==> config.mk <==
export PLATFORM = sky130hd
export DESIGN_NAME = dmem_responder
export DESIGN_NICKNAME = d
export VERILOG_FILES = /design/src/rtl/rv32i_types.sv /design/src/rtl/dmem_load_format.sv /design/src/rtl/dmem_responder.sv
export SDC_FILE = /design/constraint.sdc
export NUM_CORES = 1
export LEC_CHECK = 0
export CAP_MARGIN = 20
export CORE_ASPECT_RATIO = 0.9
export CORE_UTILIZATION = 25
export DETAILED_ROUTE_END_ITERATION = 10
export PLACE_DENSITY = 0.52
export REMOVE_ABC_BUFFERS = 1
export SKIP_CTS_REPAIR_TIMING = 1
export SYNTH_ARGS = -nofsm -noshare
export SYNTH_HDL_FRONTEND = slang
export SYNTH_SLANG_ARGS = --single-unit
==> constraint.sdc <==
create_clock -name clk -period 3.8 [get_ports clk]
set_input_delay 0.38 -clock clk [delete_from_list [all_inputs] [get_ports clk]]
set_output_delay 0.38 -clock clk [all_outputs]
set_load 0.02 [all_outputs]
==> src/rtl/rv32i_types.sv <==
// Shared RV32I types: data-memory responder states and load/store funct3 codes.
// Alignment helper used when DMEM_ALIGN_CHECK_EN is defined.
package rv32i_types;

  typedef enum logic [1:0] {
    IDLE,
    ACCESS,
    RESP
  } dmem_state_t;

  localparam logic [2:0] F3_LB  = 3'b000;
  localparam logic [2:0] F3_LH  = 3'b001;
  localparam logic [2:0] F3_LW  = 3'b010;
  localparam logic [2:0] F3_LBU = 3'b100;
  localparam logic [2:0] F3_LHU = 3'b101;
  localparam logic [2:0] F3_SB  = 3'b000;
  localparam logic [2:0] F3_SH  = 3'b001;
  localparam logic [2:0] F3_SW  = 3'b010;

  // Reserved widths count as word accesses.
  function automatic logic is_misaligned(
    input logic [2:0] f3,
    input logic [1:0] off
  );
    case (f3)
      F3_LB, F3_LBU: return 1'b0;
      F3_LH, F3_LHU: return off[0];
      default:       return off != 2'b00;
    endcase
  endfunction

endpackage

==> src/rtl/dmem_load_format.sv <==
// Load lane select and sign/zero extension for the data-memory responder.
// Combinational; reserved funct3 values return the raw word.
module dmem_load_format
  import rv32i_types::*;
(
  input  logic [2:0]  funct3,
  input  logic [1:0]  offset,
  input  logic [31:0] raw,
  output logic [31:0] data
);

  logic [31:0] shifted;
  logic [7:0]  byte_v;
  logic [15:0] half_v;

  assign shifted = raw >> {offset, 3'b000};
  assign byte_v  = shifted[7:0];
  assign half_v  = offset[1] ? raw[31:16] : raw[15:0];

  always_comb begin
    data = raw;
    case (funct3)
      F3_LB:   data = {{24{byte_v[7]}}, byte_v};
      F3_LBU:  data = {24'h0, byte_v};
      F3_LH:   data = {{16{half_v[15]}}, half_v};
      F3_LHU:  data = {16'h0, half_v};
      default: data = raw;
    endcase
  end

endmodule

==> src/rtl/dmem_responder.sv <==
// Data-memory responder: IDLE/ACCESS/RESP handshake to a word-wide memory.
// DMEM_ALIGN_CHECK_EN defined: misaligned halfword/word requests fault without access.
module dmem_responder
  import rv32i_types::*;
#(
  parameter int unsigned MAX_WAIT = 255
) (
  input  logic        clk,
  input  logic        rst,
  input  logic        mem_read,
  input  logic        mem_write,
  input  logic [31:0] mem_addr,
  input  logic [31:0] mem_wdata,
  input  logic [2:0]  funct3,
  output logic [31:0] mem_rdata,
  output logic        mem_resp,
  output logic        stall,
  output logic        bus_error,
  output logic        misaligned,
  output logic        pmem_read,
  output logic        pmem_write,
  output logic [31:0] pmem_address,
  output logic [31:0] pmem_wdata,
  output logic [3:0]  pmem_byte_enable,
  input  logic [31:0] pmem_rdata,
  input  logic        pmem_resp
);

  dmem_state_t state;
  logic [31:0] addr_q;
  logic [31:0] wdata_q;
  logic [2:0]  f3_q;
  logic        wr_q;
  logic [15:0] cnt;
  logic [31:0] load_data;
  logic        req;
  logic        mis_now;

  assign req = mem_read | mem_write;

`ifdef DMEM_ALIGN_CHECK_EN
  assign mis_now = is_misaligned(funct3, mem_addr[1:0]);
`else
  assign mis_now = 1'b0;
`endif

  dmem_load_format u_fmt (
    .funct3 (f3_q),
    .offset (addr_q[1:0]),
    .raw    (pmem_rdata),
    .data   (load_data)
  );

  always_ff @(posedge clk or posedge rst) begin
    if (rst) begin
      state      <= IDLE;
      addr_q     <= '0;
      wdata_q    <= '0;
      f3_q       <= '0;
      wr_q       <= 1'b0;
      cnt        <= '0;
      mem_rdata  <= '0;
      mem_resp   <= 1'b0;
      bus_error  <= 1'b0;
      misaligned <= 1'b0;
    end else begin
      case (state)
        IDLE: if (req) begin
          addr_q  <= mem_addr;
          wdata_q <= mem_wdata;
          f3_q    <= funct3;
          wr_q    <= mem_write;
          cnt     <= '0;
          if (mis_now) begin
            state      <= RESP;
            mem_resp   <= 1'b1;
            misaligned <= 1'b1;
            mem_rdata  <= '0;
          end else begin
            state <= ACCESS;
          end
        end
        ACCESS: begin
          if (pmem_resp) begin
            state     <= RESP;
            mem_resp  <= 1'b1;
            mem_rdata <= wr_q ? 32'h0 : load_data;
          end else if (cnt == 16'(MAX_WAIT - 1)) begin
            // Final allowed cycle elapsed with no answer.
            state     <= RESP;
            mem_resp  <= 1'b1;
            bus_error <= 1'b1;
            mem_rdata <= '0;
          end else begin
            cnt <= cnt + 16'd1;
          end
        end
        RESP: begin
          state      <= IDLE;
          mem_resp   <= 1'b0;
          bus_error  <= 1'b0;
          misaligned <= 1'b0;
          mem_rdata  <= '0;
        end
        default: state <= IDLE;
      endcase
    end
  end

  assign stall = (state == ACCESS) || (state == IDLE && req);

  always_comb begin
    pmem_read        = 1'b0;
    pmem_write       = 1'b0;
    pmem_address     = '0;
    pmem_wdata       = '0;
    pmem_byte_enable = '0;
    if (state == ACCESS) begin
      pmem_read    = !wr_q;
      pmem_write   = wr_q;
      pmem_address = {addr_q[31:2], 2'b00};
      if (wr_q) begin
        case (f3_q)
          F3_SB: begin
            pmem_byte_enable = 4'b0001 << addr_q[1:0];
            pmem_wdata       = {4{wdata_q[7:0]}};
          end
          F3_SH: begin
            pmem_byte_enable = addr_q[1] ? 4'b1100 : 4'b0011;
            pmem_wdata       = {2{wdata_q[15:0]}};
          end
          default: begin
            pmem_byte_enable = 4'b1111;
            pmem_wdata       = wdata_q;
          end
        endcase
      end else begin
        pmem_byte_enable = 4'b1111;
      end
    end
  end

endmodule

==> results.ini <==
[timing]
rsz0062_at_grt=false
setup_viol=0
relSlewSlack_pct=32.12
tightest_slew_ns=1.018
setup_tns_ns=0
final_hold_viol_count=0
fmax_ghz=0.3068
timing.final.ws_setup_ns=0.5406
final_max_slew_viol_count=0
timing.final.crit_share_pct=85.77
layout_min_cycle_time_ns=3.259
clock_skew_ns=0.009655

[global_routing]
grt_use_total_pct=16.36
grt_max_degree=54
antenna_found_initial=0
use_met3_pct=4.494
met2_usage_pct=25.34
first_global_vias=5430
gr-total-overflow=0
busiest_layer=met2
met1_usage_pct=22.17
grt_first_pass_wirelength_um=32640

[synthesis]
synth_xor_area_share_pct=0
synth_top_family_by_area=multiplexers
synth_fa_ha_area_share_pct=0.9948
synth_compound_area_share_pct=16.18
synth-async-reset-ratio_pct=100.0
synthSimpleGateAreaFrac_pct=14.05
yosys.area.top_type=dfrtp_1
yosysTopAreaCellShare_pct=47.75
yosysWarnings=0
synth_edf_count=0
synthMuxAreaShare_pct=16.65
ys_seq_elements=120
netlist_instances=582
synth_cell_types=60
synth_area_leaders=dfrtp_1 48%, mux2_2 12%, mux2i_1 4.3%, and2_1 3.0%, nand2_1 2.9%
ys_seq_area_share_pct=47.75
postSynthAreaPerCell_sq_um=10.81
ys.flop_type=dfrtp_1
synth_area_sq_um=6289

[route]
drc=0
drt-pass1-iter-count=4
vias=5320
drt_iter0_drc=272
wl_per_cell_um=18.32
ant_nets=0
avgViaCountPerCell=4.704
wirelength_um=20720

[worst_hold_path]
hp-class=in2async

[placed_design]
gp_congestion=0.7945
placed_cells=1099
post_dp_cell_area_sq_um=8720
place_hpwl_um=14680
dp_slack_ns=0.9271
io_buffers=206

[power_and_ir_drop]
p_leak_nw=3.841
pwr-share-clk_pct=23.0
internal_power_w=0.004630
powerDensity_nw_per_um2=817.3
seqPwrFrac_pct=27.8
p_sw_share_pct=39.45
p_switching_w=0.003016
comb_power_share_pct=49.2
peakVddDrop_mv=0.2692

[critical_path]
crit_fanout=25
crit_type=reg2out
r2r_slack_ns=1.09
start_kind=flip-flop
crit_path_end_kind=primary output
critPathArrivalTime_ns=2.88
required_ns=3.42

[floorplan]
pin_count=210
chipHeight_um=152.5
rows=54
dieWidth_um=169.2
initial_utilization_pct=25.71
core_area_sq_um=24460
die_area_sq_um=25790

[finish]
insertedDiodeCount=0
syn_to_final_growth_pct=48.79
final_cells=1131
drive_above_1_share_pct=17.48
finalInstanceArea_sq_um=9356
nNetsFinal=891

[cts]
cts_tree=done
cts_buffer_depth=2
root_buffer=clkbuf_16
path_clk_slew_ns=0.06
cts_sinks=120
insertion_delay_ns=0.41
htreeDepth=4
numCtsBuffers=17

[flow_run]
maxCapViolCount=0

[status]
outcome=completed

-- worst max-delay path, cell delays in order (launching register included) --
cell	delay, ns
dfrtp_1	0.38
inv_1	0.09
ha_1	0.28
nand2_1	0.59
a211oi_1	0.45
clkdlybuf4s50_1	0.67
-- cell usage in the layout (no fill, tap or decap), drive strengths merged, types with 6 or more instances in the layout --
cell and count:
a21oi 36, and2 30, mux2 69, clkbuf 18, a211oi 16, and3 8
buf 18, o21ai 21, a221o 16, o2bb2ai 15, mux2i 27, dfrtp 120
nand3 6, o211a 6, or4 8, clkdlybuf4s50 206, a22oi 7, inv 15
o31ai 9, nor2 22, nor3b 9, nand2 49
-- synthesized netlist by cell type, types with 3 or more instances --
cell and count:
buf_2 7, ha_1 5, or3_1 3, o31ai_1 9
inv_1 12, a211oi_1 15, buf_6 4, o21ai_0 19
and3_1 8, clkbuf_1 30, a221o_2 10, mux2_2 69
a221o_1 6, dfrtp_1 120, and2_1 30, nor2_1 22
nor3b_1 9, o2bb2ai_1 15, a21oi_1 36, a22oi_1 7
nand2_1 49, nand2b_1 5, mux2i_1 27, nand3_1 6
nand4_1 3, buf_4 4, or4_1 8, nor2b_1 3
o211a_1 6
-- flip-flops by register name, summed over array words and instances, names as in the netlist --
register / cells
wdata_q: 32
mem_resp: 1
addr_q: 32
mem_rdata: 32
state: 2
wr_q: 1
bus_error: 1
f3_q: 3
cnt: 16
-- worst paths after layout --
path / to / cells past startpoint / startpoint
min in group clk: mem_rdata[14] / 1 / mem_rdata[14]
hold reg to reg: mem_rdata[14] / 1 / mem_rdata[14]
hold / removal: addr_q[19] / 2 / rst
max in group asynchronous: mem_rdata[15] / 3 / rst
setup reg to reg: mem_rdata[3] / 7 / cnt[0]
setup / recovery: pmem_wdata[25] / 5 / state[1]
-- cells by family after synthesis --
group           count (synthesis)
compound gates                140
fa+ha+maj                       5
buf+inv                        58
flops                         120
mux                            96
other cells                     1
simple gates                  162
-- through the flow --
stage	total power, W	hold WS (ns)	util (%)
finish	0.007647	0.4350	38.25
global route	0.008101	0.4847	38.25
CTS	0.007730	0.4651	38.25
detailed placement	0.005925	0.4766	35.65
global placement	0.005942	0.4741	35.65
floorplan	0.004338	0.4499	-
-- power groups by stage --
stage               clock [W]  sequential [W]  combinational [W]
floorplan                   0         0.00218            0.00216
global placement            0         0.00213            0.00381
detailed placement          0         0.00213            0.00379
CTS                   0.00180         0.00212            0.00381
global route          0.00185         0.00220            0.00405
finish                0.00176         0.00212            0.00376
-- routing by layer --
layer / part of all wire [%] / up-vias
met1: 48 / 2635
met3: 5.0 / 16
met2: 46 / 136
li1: - / 2533
met4: 1.5 / 0
met5: 0 / -
-- final cells by class --
type	count	area, sq um
Clock buffer	18	439.2
Clock inverter	14	197.7
Fill cell	2473	15100
Inverter	13	51.30
Multi-Input combinational cell	406	3035
Sequential cell	120	3003
Tap cell	336	420.4
Timing Repair Buffer	224	2210
(Power assumes the default switching activity.)
